--- src/rtl/instruction_writer.sv ---
// instruction_writer: serialises a 48-bit instruction ({imm, ins}) into byte memory as six
// little-endian bytes at base..base+5, one byte per accepted memory cycle.
// Optional feature macro: INSW_AUTOINC_EN. When defined, a request without req_seek
// continues at the address following the previous instruction (next_base).
module instruction_writer #(
   parameter int unsigned AW = 64
) (
   input  logic          clk,
   input  logic          rst,
   input  logic          req_valid,
   output logic          req_ready,
   input  logic [AW-1:0] req_addr,
   input  logic [15:0]   req_ins,
   input  logic [31:0]   req_imm,
   input  logic          req_seek,
   output logic [AW-1:0] m_addr,
   output logic [7:0]    m_wdata,
   output logic          m_we,
   input  logic          m_ready,
   output logic          busy,
   output logic          done,
   output logic [31:0]   insn_count
);

   typedef enum logic {StIdle, StWrite} state_e;

   state_e        state;
   logic [2:0]    idx;
   logic [47:0]   hold;
   logic          last_beat;
   logic          accept;
   logic [AW-1:0] base_sel;

   // Byte i of the holding register, little-endian.
   function automatic logic [7:0] byte_at(input logic [47:0] w, input logic [2:0] i);
      logic [7:0] b;
      b = 8'h00;
      unique case (i)
         3'd0:    b = w[7:0];
         3'd1:    b = w[15:8];
         3'd2:    b = w[23:16];
         3'd3:    b = w[31:24];
         3'd4:    b = w[39:32];
         3'd5:    b = w[47:40];
         default: b = 8'h00;
      endcase
      return b;
   endfunction

   // Final byte is leaving this cycle; a new request may be taken without a bubble.
   assign last_beat = (state == StWrite) && (idx == 3'd5) && m_ready;
   assign req_ready = (state == StIdle) || last_beat;
   assign accept    = req_valid && req_ready;
   assign busy      = (state == StWrite);

`ifdef INSW_AUTOINC_EN
   logic [AW-1:0] next_base;

   // In the final-byte cycle next_base is not yet updated, so forward base+6 (= m_addr+1).
   always_comb begin
      base_sel = req_addr;
      if (!req_seek) begin
         base_sel = last_beat ? (m_addr + AW'(1)) : next_base;
      end
   end

   // Address following the most recently completed instruction.
   always_ff @(posedge clk or posedge rst) begin
      if (rst) begin
         next_base <= '0;
      end else if (last_beat) begin
         next_base <= m_addr + AW'(1);
      end
   end
`else
   logic unused_seek;
   assign unused_seek = req_seek;

   // Every request supplies its own base address.
   always_comb begin
      base_sel = req_addr;
   end
`endif

   // Control FSM with registered memory-side outputs and completion bookkeeping.
   always_ff @(posedge clk or posedge rst) begin
      if (rst) begin
         state      <= StIdle;
         idx        <= 3'd0;
         hold       <= '0;
         m_addr     <= '0;
         m_wdata    <= 8'h00;
         m_we       <= 1'b0;
         done       <= 1'b0;
         insn_count <= '0;
      end else begin
         done <= 1'b0;
         if (accept) begin
            state   <= StWrite;
            idx     <= 3'd0;
            hold    <= {req_imm, req_ins};
            m_addr  <= base_sel;
            m_wdata <= req_ins[7:0];
            m_we    <= 1'b1;
         end else if ((state == StWrite) && m_ready) begin
            if (idx == 3'd5) begin
               state <= StIdle;
               idx   <= 3'd0;
               m_we  <= 1'b0;
            end else begin
               idx     <= idx + 3'd1;
               m_addr  <= m_addr + AW'(1);
               m_wdata <= byte_at(hold, idx + 3'd1);
            end
         end
         if (last_beat) begin
            done       <= 1'b1;
            insn_count <= insn_count + 32'd1;
         end
      end
   end

   // A stalled byte must not change until memory takes it.
   a_stall_stable : assert property (@(posedge clk) disable iff (rst)
      (m_we && !m_ready) |=> ($stable(m_addr) && $stable(m_wdata) && m_we));

   // The byte index never leaves 0..5.
   a_idx_range : assert property (@(posedge clk) disable iff (rst) idx <= 3'd5);

endmodule
--- config.mk ---
export PLATFORM = sky130hd
export DESIGN_NAME = instruction_writer
export DESIGN_NICKNAME = d
export VERILOG_FILES = /design/src/rtl/instruction_writer.sv
export SDC_FILE = /design/constraint.sdc
export NUM_CORES = 1
export LEC_CHECK = 0
export CELL_PAD_IN_SITES_DETAIL_PLACEMENT = 0
export CELL_PAD_IN_SITES_GLOBAL_PLACEMENT = 2
export CORE_MARGIN = 2
export CORE_UTILIZATION = 29
export CTS_CLUSTER_DIAMETER = 50
export DETAILED_ROUTE_END_ITERATION = 12
export HOLD_SLACK_MARGIN = 0.02
export PLACE_DENSITY_LB_ADDON = 0.25
export SYNTH_ARGS = -nofsm -noshare
export SYNTH_HDL_FRONTEND = slang
export SYNTH_SLANG_ARGS = --single-unit
--- constraint.sdc ---
create_clock -name clk -period 7.55 [get_ports clk]
set_input_delay 1.51 -clock clk [delete_from_list [all_inputs] [get_ports clk]]
set_output_delay 1.51 -clock clk [all_outputs]
set_load 0.02 [all_outputs]
# [After elaboration in Yosys (flattened, before gate mapping)]
# Cells that the tools add are included.
# Widths: inputs -> output; s select.
[op_classes] n_mux=14 n_reduce_logical=10 n_bitwise=1 n_eq_ne=7 addsub=3
[op_table] op="$mux 64" count=3
[op_table] op="$add 64x1->64 const B" count=1
[op_table] op="$pmux 8 s6" count=1
[op_table] op="$add 32x1->32 const B" count=1
[op_table] op="$mux 8" count=3
[op_table] op="$eq 3x3->1 const B" count=3
[op_table] op="$mux 3" count=3
[op_table] op="$eq 3x2->1 const B" count=2
[op_table] op="$logic_and 1x1->1" count=4
[op_table] op="$mux 1" count=4
[op_table] op="$reduce_and 2->1" count=2
[op_table] op="$reduce_bool 2->1" count=2
[op_table] op="$add 3x1->3 const B" count=1
[op_table] op="$eq 3x1->1 const B" count=1
[op_table] op="$logic_not 3->1" count=1
[op_table] op="$ne 2x2->1 const B" count=1
[op_table] op="$logic_or 1x1->1" count=1
[op_table] op="$not 1->1" count=1
[word_totals] out_inout_bits=108 wordCells=42 ff_bits=157

# [Logic depth before layout (Yosys ltp)]
# Gate-level depths: netlist of the first run.
[logic_depth] word_depth=7 depth_mapped=8

# [Worst setup path before layout of the first run]
# OpenSTA, ideal clock, no wires.
[synth_path] path_type="input port to output port" start="in m_ready" end="out req_ready" slack_ns=4.194 cell_stages=2 t_arrival_ns=1.846 path_cell_list="nand4b_1 nand2_1"
[synth_between] elab_chain_len=2
[synth_lines] item="start, declared" line="19" text="input logic m_ready,"
[synth_lines] item="$logic_and 1x1->1" line="51" text="assign last_beat = (state == StWrite) && (idx == 3'd5) && m_ready;"
[synth_lines] item="$logic_or 1x1->1" line="52" text="assign req_ready = (state == StIdle) || last_beat;"
[synth_lines] item="end, declared" line="11" text="output logic req_ready,"
# No other way between the ends.

# [Worst setup path in the final report of the first run]
# Same ends and word-level chain as after synthesis.

==> flow_summary_export.csv, run 1 <==
group,metric,value,unit
setup_path,r2r_cells,6,
clock_network,path_clk_slew,0.07,ns
clock_network,numCtsBuffers,17,
logic_synthesis,yosys_warnings,0,
detailed_routing,drt_iter0_drc,448,
setup_path,timing.rr.start,"idx[0]",
sta,fmax,213,MHz
setup_path,required,6.04,ns
sta,rsz0062_at_grt,"no",
pwr,pwr-share-clk,22.9,%
clock_network,cts_resized,0,
pwr,combPwrFrac,38.4,%
detailed_routing,dr.max_layer_used,"met4",
logic_synthesis,yosys.cell_count.top_type,"nand2_1",
detailed_routing,detail-route-antenna-nets,0,
logic_synthesis,synth.top_cells.by_count,"212 x nand2_1, 157 x dfrtp_1, 63 x nand3_1",
clock_network,post-cts-setup-buffers,0,
placed_design,dp.cells,1504,
cells_and_area,n_fill_cell,2934,
min_path,hold_path.class,"reg -> reg",
logic_synthesis,ys_types,68,
floorplan,die_h,175,um
detailed_routing,met1_length,14200,um
placed_design,place_congestion,0.783,
cells_and_area,instances_no_fill,1537,
flow_run,max_cap_violations,0,
detailed_routing,dr.pass1.iters,5,
pwr,switchingPower,1.56,mW
pwr,p_total,3.80,mW
setup_path,crit_slowest_cell,"clkdlybuf4s50_1",
grt,grt_antenna_before_repair,0,
logic_synthesis,synth_cells,944,
logic_synthesis,ys_ff_latch,157,
setup_path,slowest_delay,0.62,ns
setup_path,crit_cells,4,
logic_synthesis,synth_edf_count,0,
detailed_routing,wire_per_inst,18.8,um
pwr,swShare,41.0,%
sta,setup_viol,0,
clock_network,clk_path_buf_depth,2,
floorplan,initial_utilization,29.4,%
clock_network,cts-root-buf,"clkbuf_16",
cells_and_area,layout.nets,1258,
logic_synthesis,synth_top_area_cell,"dfrtp_1",
sta,slew_violations,0,
pwr,p_leak,4.71,nW
logic_synthesis,synth_area_leaders,"dfrtp_1 47%, nand2_1 9.4%, nand3_1 3.7%",
cells_and_area,seqCellArea,3930,sq um
detailed_routing,vias,8033,
placed_design,placed_area,11100,sq um
setup_path,r2r-end,"m_addr[45]",
grt,grt_pass1_vias,7917,
setup_path,worst-path-buf-inv,2,
sta,slew_headroom,31.4,%
detailed_routing,met2RoutedLength,13100,um
clock_network,cts_hold_buf,0,
sta,period_needed,4.69,ns
sta,tightest_slew,1.03,ns
cells_and_area,syn_to_final_growth,37.8,%
setup_path,cp_common_cell,"clkdlybuf4s50_1",
floorplan,num_rows,62,
logic_synthesis,avgSynthCellArea,8.95,sq um
floorplan,boundaryPins,225,
floorplan,die_w,175,um
setup_path,arrival,3.18,ns
cells_and_area,stdcell_area,11600,sq um
logic_synthesis,netlist_area,8450,sq um
setup_path,crit_type,"in -> out",
floorplan,core_area,28700,sq um
setup_path,critPathLaunch,"m_ready",
sta,fin_skew,0.0125,ns
clock_network,clock_sinks,157,
clock_network,clock_latency,0.44,ns
sta,hold_viol_final,0,
setup_path,cp-start-kind,"primary input",
cells_and_area,multi_input_area,4290,sq um
detailed_routing,routed_wl,28900,um
sta,hold-worst-slack,0.475,ns
sta,finalCritPeriodShare,62.1,%
logic_synthesis,async_flop_share,100,%
grt,grt_pass1_wl,46100,um
pwr,power.internal,2.24,mW
clock_network,cts-htree-levels,4,
logic_synthesis,synth_nets,1063,
logic_synthesis,synth_top_area_share,46.5,%
grt,grt-ovfl-total,0,
setup_path,crit_fanout,6,
setup_path,endpoint,"req_ready",
detailed_routing,viasPerCell,5.23,
logic_synthesis,synthFlopType,"dfrtp_1",
grt,grtUsageTotal,19.1,%
detailed_routing,post-route-drc-count,0,
setup_path,cpLargestDelayFamily,"buffers and inverters",
pwr,p_per_area,326,nW/um^2
setup_path,rrSetupSlack,4.28,ns
placed_design,port_buffers,223,
detailed_routing,dr_wl_met3,1350,um
setup_path,end_kind,"output port",
grt,grt_max_degree,95,
clock_network,cts_tree,"done",
pwr,seq_power_share,38.8,%
floorplan,die_area,30500,sq um
setup_path,crit_chain,"clkdlybuf4s50_1 -> nand4b_1 -> nand2_1 -> clkdlybuf4s50_1",
status,status,"finished, final reports clean",
logic_synthesis,ys_seq_area_share,46.5,%
cells_and_area,layout-drive-gt1-share,5.99,%
sta,fin_setup_tns,0,ns
placed_design,dp_hpwl,19700,um
pwr,irDropWorstVdd,134,uV
## cells in the final DEF (no fill, tap or decap), drive strengths merged, types with 13 or more instances in the layout
cell / n
o211ai: 29
nor2: 34
a22oi: 36
o311ai: 15
or3: 13
nand2: 213
a21oi: 33
xnor2: 24
o21ai: 30
nand4: 38
dfrtp: 157
and3: 20
clkdlybuf4s50: 223
nand3: 63
nor3: 18
inv: 19
or4: 18
clkbuf: 18
## worst min-delay path by stage
stage,to,depth (start not counted),start
after floorplan,hold[28],2,hold[28]
after global placement,hold[4],2,hold[4]
after detailed placement,hold[44],2,hold[44]
after CTS,hold[39],2,hold[39]
after global routing,hold[33],2,hold[33]
final,hold[39],2,hold[39]
## worst register-to-register path: stages (launching register included)
cell      delay, ns
dfrtp_1        0.90
nand4b_1       0.34
a21boi_4       0.87
buf_4          0.62
nor2_1         0.16
o21a_1         0.12
nor3_1         0.18
## flip-flops by register name, indices dropped and copies added, names as in the netlist
name / count
m_addr: 64
idx: 3
m_wdata: 8
busy: 1
done: 1
insn_count: 32
hold: 48
## stage by stage
step	worst slack, ns	util (%)
6_report	2.86	40.6
5_1_grt	2.78	40.5
4_1_cts	2.86	40.5
3_5_place_dp	2.86	38.5
3_3_place_gp	2.87	38.5
2_1_floorplan	1.81	-
## area by class of cell
cell class	instances	area share (%)
clock inverters	14	1.32
inverters	12	0.430
multi-input cells	718	36.8
flip-flops and latches	157	33.8
clock buffers	18	3.69
well taps	384	4.13
repair buffers	233	19.8
diodes	1	0.0215
## per-layer routing
layer | vias up | GRT usage (%)
met5 | - | 0
met4 | 0 | 4.41
met3 | 19 | 4.11
met2 | 192 | 29.2
met1 | 3933 | 27.7
li1 | 3889 | -
## power groups by stage
stage / Combinational [mW] / Clock, mW / Sequential (mW)
final: 1.46 / 0.869 / 1.47
after global routing: 1.61 / 0.931 / 1.53
after CTS: 1.48 / 0.892 / 1.47
after detailed placement: 1.47 / 0 / 1.49
after global placement: 1.46 / 0 / 1.48
after floorplan: 0.741 / 0 / 1.55
## logic make-up (layout without fill, tap and decap cells)
family,count (synthesis),count (layout),share of synthesized area [%]
XOR/XNOR,32,32,3.32
flip-flops,157,157,46.5
other,0,1,0
adder cells (fa/ha/maj),2,2,0.296
buffers and inverters,69,277,3.16
AO/OA/AOI/OAI,205,205,16.8
AND/OR/NAND/NOR,467,467,27.8
multiplexers,12,12,2.09
Power figures use the tool's default switching activity.
==> inputs of run 2 (changes only) <==
CORE_UTILIZATION = 26   (was 29)
clock period = 4.3 ns   (was 7.55 ns; I/O delays follow)
==> run 2 against run 1 <==
Non-clock buffer count up 6. Clock-buffer cell count down 1. Setup slack worse by 2.0 ns. Sequential cell count unchanged. Die area up 11%. Critical path depth unchanged. Hold slack worse by 0.0029 ns. Power up 78%. Combinational power up 79%. Global-route usage down 1.5 points. Largest power group is now combinational logic.
==> flow_summary_export.csv, run 2 (synthesized netlist as in run 1, its figures left out) <==
group,metric,value,unit
cells_and_area,regMostFlops,"m_addr",
clock_network,clock_latency,0.43,ns
cells_and_area,seqCellArea,3930,sq um
cells_and_area,multi_input_area,4290,sq um
floorplan,die_h,184,um
setup_path,crit_cells,4,
cells_and_area,top_regs,"m_addr (64), hold (48), insn_count (32)",
sta,hold_viol_final,0,
setup_path,crit_fanout,6,
placed_design,dp_hpwl,20500,um
setup_path,crit_slowest_cell,"clkdlybuf4s50_1",
floorplan,die_area,33900,sq um
setup_path,end_kind,"output port",
status,status,"finished, final reports clean",
setup_path,crit_type,"in -> out",
clock_network,post-cts-setup-buffers,0,
setup_path,arrival,2.56,ns
cells_and_area,layout.nets,1264,
pwr,p_leak,4.78,nW
setup_path,rrSetupSlack,1.32,ns
detailed_routing,viasPerCell,5.02,
setup_path,critPathLaunch,"m_ready",
floorplan,die_w,184,um
min_path,hold_path.class,"reg -> reg",
floorplan,core_area,31800,sq um
cells_and_area,instances_no_fill,1593,
cells_and_area,mostFrequentLayoutCells,"223 x clkdlybuf4s50_1, 211 x nand2_1, 157 x dfrtp_1",
floorplan,num_rows,65,
sta,tightest_slew,0.940,ns
sta,fmax,293,MHz
flow_run,max_cap_violations,0,
grt,grtUsageTotal,17.7,%
grt,grt_pass1_vias,7850,
grt,grt_antenna_before_repair,1,
detailed_routing,wire_per_inst,18.7,um
floorplan,initial_utilization,26.6,%
clock_network,cts_tree,"done",
detailed_routing,drt_iter0_drc,492,
clock_network,numCtsBuffers,17,
clock_network,cts-root-buf,"clkbuf_16",
clock_network,cts_resized,0,
detailed_routing,post-route-drc-count,0,
detailed_routing,dr.pass1.iters,5,
sta,slew_headroom,37.4,%
setup_path,timing.rr.start,"m_addr[32]",
sta,period_needed,3.42,ns
clock_network,clk_path_buf_depth,2,
clock_network,path_clk_slew,0.07,ns
setup_path,slowest_delay,0.63,ns
pwr,p_per_area,573,nW/um^2
setup_path,cpLargestDelayFamily,"buffers and inverters",
grt,grt_max_degree,158,
setup_path,cp-start-kind,"primary input",
min_path,hold-path-cell-count,2,
cells_and_area,n_antenna_cell,0,
sta,fin_skew,0.0161,ns
placed_design,port_buffers,223,
clock_network,clock_sinks,157,
sta,fin_setup_tns,0,ns
setup_path,crit_chain,"clkdlybuf4s50_1 -> nand4b_1 -> nand2_1 -> clkdlybuf4s50_1",
placed_design,place_congestion,0.779,
detailed_routing,detail-route-antenna-nets,0,
setup_path,required,3.44,ns
placed_design,dp.cells,1561,
pwr,p_total,6.78,mW
cells_and_area,stdcell_area,11800,sq um
detailed_routing,vias,7996,
clock_network,cts-htree-levels,4,
setup_path,cp_common_cell,"clkdlybuf4s50_1",
sta,hold-worst-slack,0.472,ns
sta,setup_viol,0,
min_path,holdCritStartpoint,"hold[29]",
detailed_routing,routed_wl,29800,um
sta,slew_violations,0,
sta,finalCritPeriodShare,79.5,%
setup_path,r2r_cells,5,
grt,grt-ovfl-total,0,
grt,grt_pass1_wl,46500,um
cells_and_area,syn_to_final_growth,40.1,%
clock_network,cts_hold_buf,0,
setup_path,r2r-end,"m_addr[60]",
cells_and_area,largest_register_ffs,64,
cells_and_area,final_common_cell,"clkdlybuf4s50_1",
placed_design,placed_area,11200,sq um
sta,rsz0062_at_grt,"no",
min_path,hold_end,"hold[29]",
setup_path,worst-path-buf-inv,2,
pwr,irDropWorstVdd,267,uV
floorplan,boundaryPins,225,
cells_and_area,n_fill_cell,3287,
cells_and_area,layout-drive-gt1-share,6.56,%
-- run 2: final cells by class --
cell class                      count  share of cell area [%]
Timing Repair Buffer              239                    20.3
Clock inverter                     15                    1.63
Tap cell                          435                    4.60
Sequential cell                   157                    33.2
Inverter                           12                   0.412
Clock buffer                       17                    3.60
Multi-Input combinational cell    718                    36.2
-- run 2: worst max-delay path by stage --
stage | to | slack, ns
final | req_ready | 0.88
after global routing | req_ready | 0.77
after CTS | req_ready | 0.86
after detailed placement | req_ready | 0.87
after global placement | req_ready | 0.89
after floorplan | busy | 1.45
-- run 2: per-layer routing --
metal	track usage, %	wire length, um
met5	0	13
met2	27.8	13700
met3	3.38	1340
met1	25.3	14500
met4	3.58	225
-- run 2: metrics by stage --
stage          util [%]  setup slack (ns)
2_1_floorplan         -              1.45
3_3_place_gp       35.3             0.889
3_5_place_dp       35.3             0.870
4_1_cts            37.2             0.861
5_1_grt            37.2             0.775
6_report           37.2             0.881
-- run 2: report_power, final --
| part | total, mW | internal, mW | switching [mW] |
|---|---|---|---|
| logic | 2.62 | 1.20 | 1.42 |
| clock network | 1.61 | 0.843 | 0.765 |
| registers | 2.55 | 1.98 | 0.574 |
| total | 6.78 | 4.02 | 2.76 |
-- run 2: tightest hold or removal path: cells and delay by family (launching register included) --
family | cells | cell delay (ns)
DFF | 1 | 0.34
and+or+nand+nor | 2 | 0.10
==> inputs of run 3 (changes only) <==
clock period = 3.1 ns   (was 4.3 ns; I/O delays follow)
==> run 3 against run 2 <==
Combinational power increased by 43%. Routed wire length increased by 0.30%. Critical path depth unchanged. Sequential cell count unchanged. Utilization increased by 0.65 points. First-iteration DRC count decreased by 4.1%. Critical endpoint unchanged. Largest cell class unchanged. Largest power group unchanged. Highest routed layer unchanged.
==> flow_summary_export.csv, run 3 (synthesized netlist as in run 1, its figures left out) <==
group,metric,value,unit
status,status,"finished, final reports clean",
setup_path,crit_type,"in -> out",
setup_path,crit_fanout,6,
placed_design,place_ws,0.288,ns
sta,setup_viol,0,
cells_and_area,mostFrequentLayoutCells,"223 x clkdlybuf4s50_1, 211 x nand2_1, 157 x dfrtp_1",
clock_network,post-cts-setup-buffers,0,
clock_network,cts-htree-levels,4,
setup_path,arrival,2.14,ns
setup_path,crit_slowest_cell,"clkdlybuf4s50_1",
setup_path,end_kind,"output port",
sta,finalCritPeriodShare,89.0,%
sta,fin_setup_tns,0,ns
cells_and_area,stdcell_area,12000,sq um
cells_and_area,layout.nets,1286,
placed_design,placed_area,11400,sq um
pwr,p_leak,4.89,nW
clock_network,cts_hold_buf,0,
grt,grt_max_degree,64,
clock_network,cts_tree,"done",
detailed_routing,drt_iter0_drc,472,
setup_path,worst-path-buf-inv,2,
sta,slew_headroom,47.4,%
clock_network,clock_sinks,157,
floorplan,num_rows,65,
floorplan,die_area,33900,sq um
floorplan,core_area,31800,sq um
pwr,p_per_area,793,nW/um^2
floorplan,die_h,184,um
detailed_routing,detail-route-antenna-nets,0,
clock_network,path_clk_slew,0.07,ns
clock_network,clock_latency,0.43,ns
sta,fin_skew,0.0190,ns
detailed_routing,viasPerCell,5.02,
pwr,irDropWorstVdd,370,uV
detailed_routing,routed_wl,29900,um
grt,grt_antenna_before_repair,2,
cells_and_area,largest_register_ffs,64,
setup_path,slowest_delay,0.67,ns
cells_and_area,syn_to_final_growth,42.5,%
placed_design,dp_hpwl,21400,um
sta,hold_viol_final,0,
flow_run,max_cap_violations,0,
grt,grt-ovfl-total,0,
min_path,hold_path.class,"in -> async",
grt,grt_pass1_vias,8027,
sta,finalWorstSetupSlack,0.340,ns
pwr,p_total,9.55,mW
placed_design,port_buffers,223,
sta,fmax,362,MHz
sta,slew_violations,0,
clock_network,cts-root-buf,"clkbuf_16",
setup_path,cp-start-kind,"primary input",
cells_and_area,top_regs,"m_addr (64), hold (48), insn_count (32)",
floorplan,boundaryPins,225,
cells_and_area,final_common_cell,"clkdlybuf4s50_1",
sta,period_needed,2.76,ns
cells_and_area,regMostFlops,"m_addr",
clock_network,clk_path_buf_depth,2,
detailed_routing,dr.pass1.iters,4,
setup_path,cpLargestDelayFamily,"buffers and inverters",
detailed_routing,vias,8112,
sta,tightest_slew,0.782,ns
setup_path,required,2.48,ns
setup_path,crit_chain,"clkdlybuf4s50_1 -> nand4b_1 -> nand2_1 -> clkdlybuf4s50_1",
grt,grt_pass1_wl,47000,um
detailed_routing,wire_per_inst,18.5,um
clock_network,cts_resized,0,
grt,grtUsageTotal,17.8,%
placed_design,place_congestion,0.774,
detailed_routing,post-route-drc-count,0,
setup_path,cp_common_cell,"clkdlybuf4s50_1",
clock_network,numCtsBuffers,17,
floorplan,die_w,184,um
cells_and_area,layout-drive-gt1-share,8.23,%
cells_and_area,n_fill_cell,3263,
sta,rsz0062_at_grt,"no",
floorplan,initial_utilization,26.6,%
[run 3: layer usage]
| metal | up-vias | GRT usage [%] | share of wire, % |
|---|---|---|---|
| met3 | 23 | 3.85 | 5.3 |
| met2 | 192 | 28.6 | 47 |
| met1 | 3950 | 24.5 | 47 |
| met4 | 2 | 4.19 | 1.2 |
| met5 | - | 0 | 0.060 |
| li1 | 3945 | - | - |
[run 3: cell type report]
type | count | area (sq um) | share of cell area (%)
timing repair buffer | 261 | 2610 | 21.6
tap | 435 | 544 | 4.52
inverter | 12 | 48.8 | 0.405
multi-input combinational | 718 | 4290 | 35.6
clock buffer | 17 | 425 | 3.53
antenna | 1 | 2.50 | 0.0208
sequential | 157 | 3930 | 32.6
clock inverter | 14 | 193 | 1.60
[run 3: worst paths after layout]
path	to	start	cells past startpoint	slack (ns)
max	req_ready	m_ready	4	0.34
min	insn_count[0]	rst	2	0.47
max reg2reg	m_addr[57]	m_addr[36]	5	0.59
min reg2reg	insn_count[31]	insn_count[31]	1	0.47
max in group asynchronous	m_addr[12]	rst	3	2.06
min in group clk	insn_count[31]	insn_count[31]	1	0.47
[run 3: where the power goes]
group	total (mW)	internal [mW]	switching (mW)
sequential	3.51	2.74	0.767
clock	2.30	1.30	0.996
combinational	3.74	1.73	2.02
[run 3: metrics by stage]
step	util, %	hold slack (ns)	cells
finish	37.8	0.466	1615
global route	37.8	0.463	1614
CTS	37.8	0.444	1614
detailed placement	35.9	0.456	1583
global placement	35.9	0.455	1583
floorplan	-	0.438	944
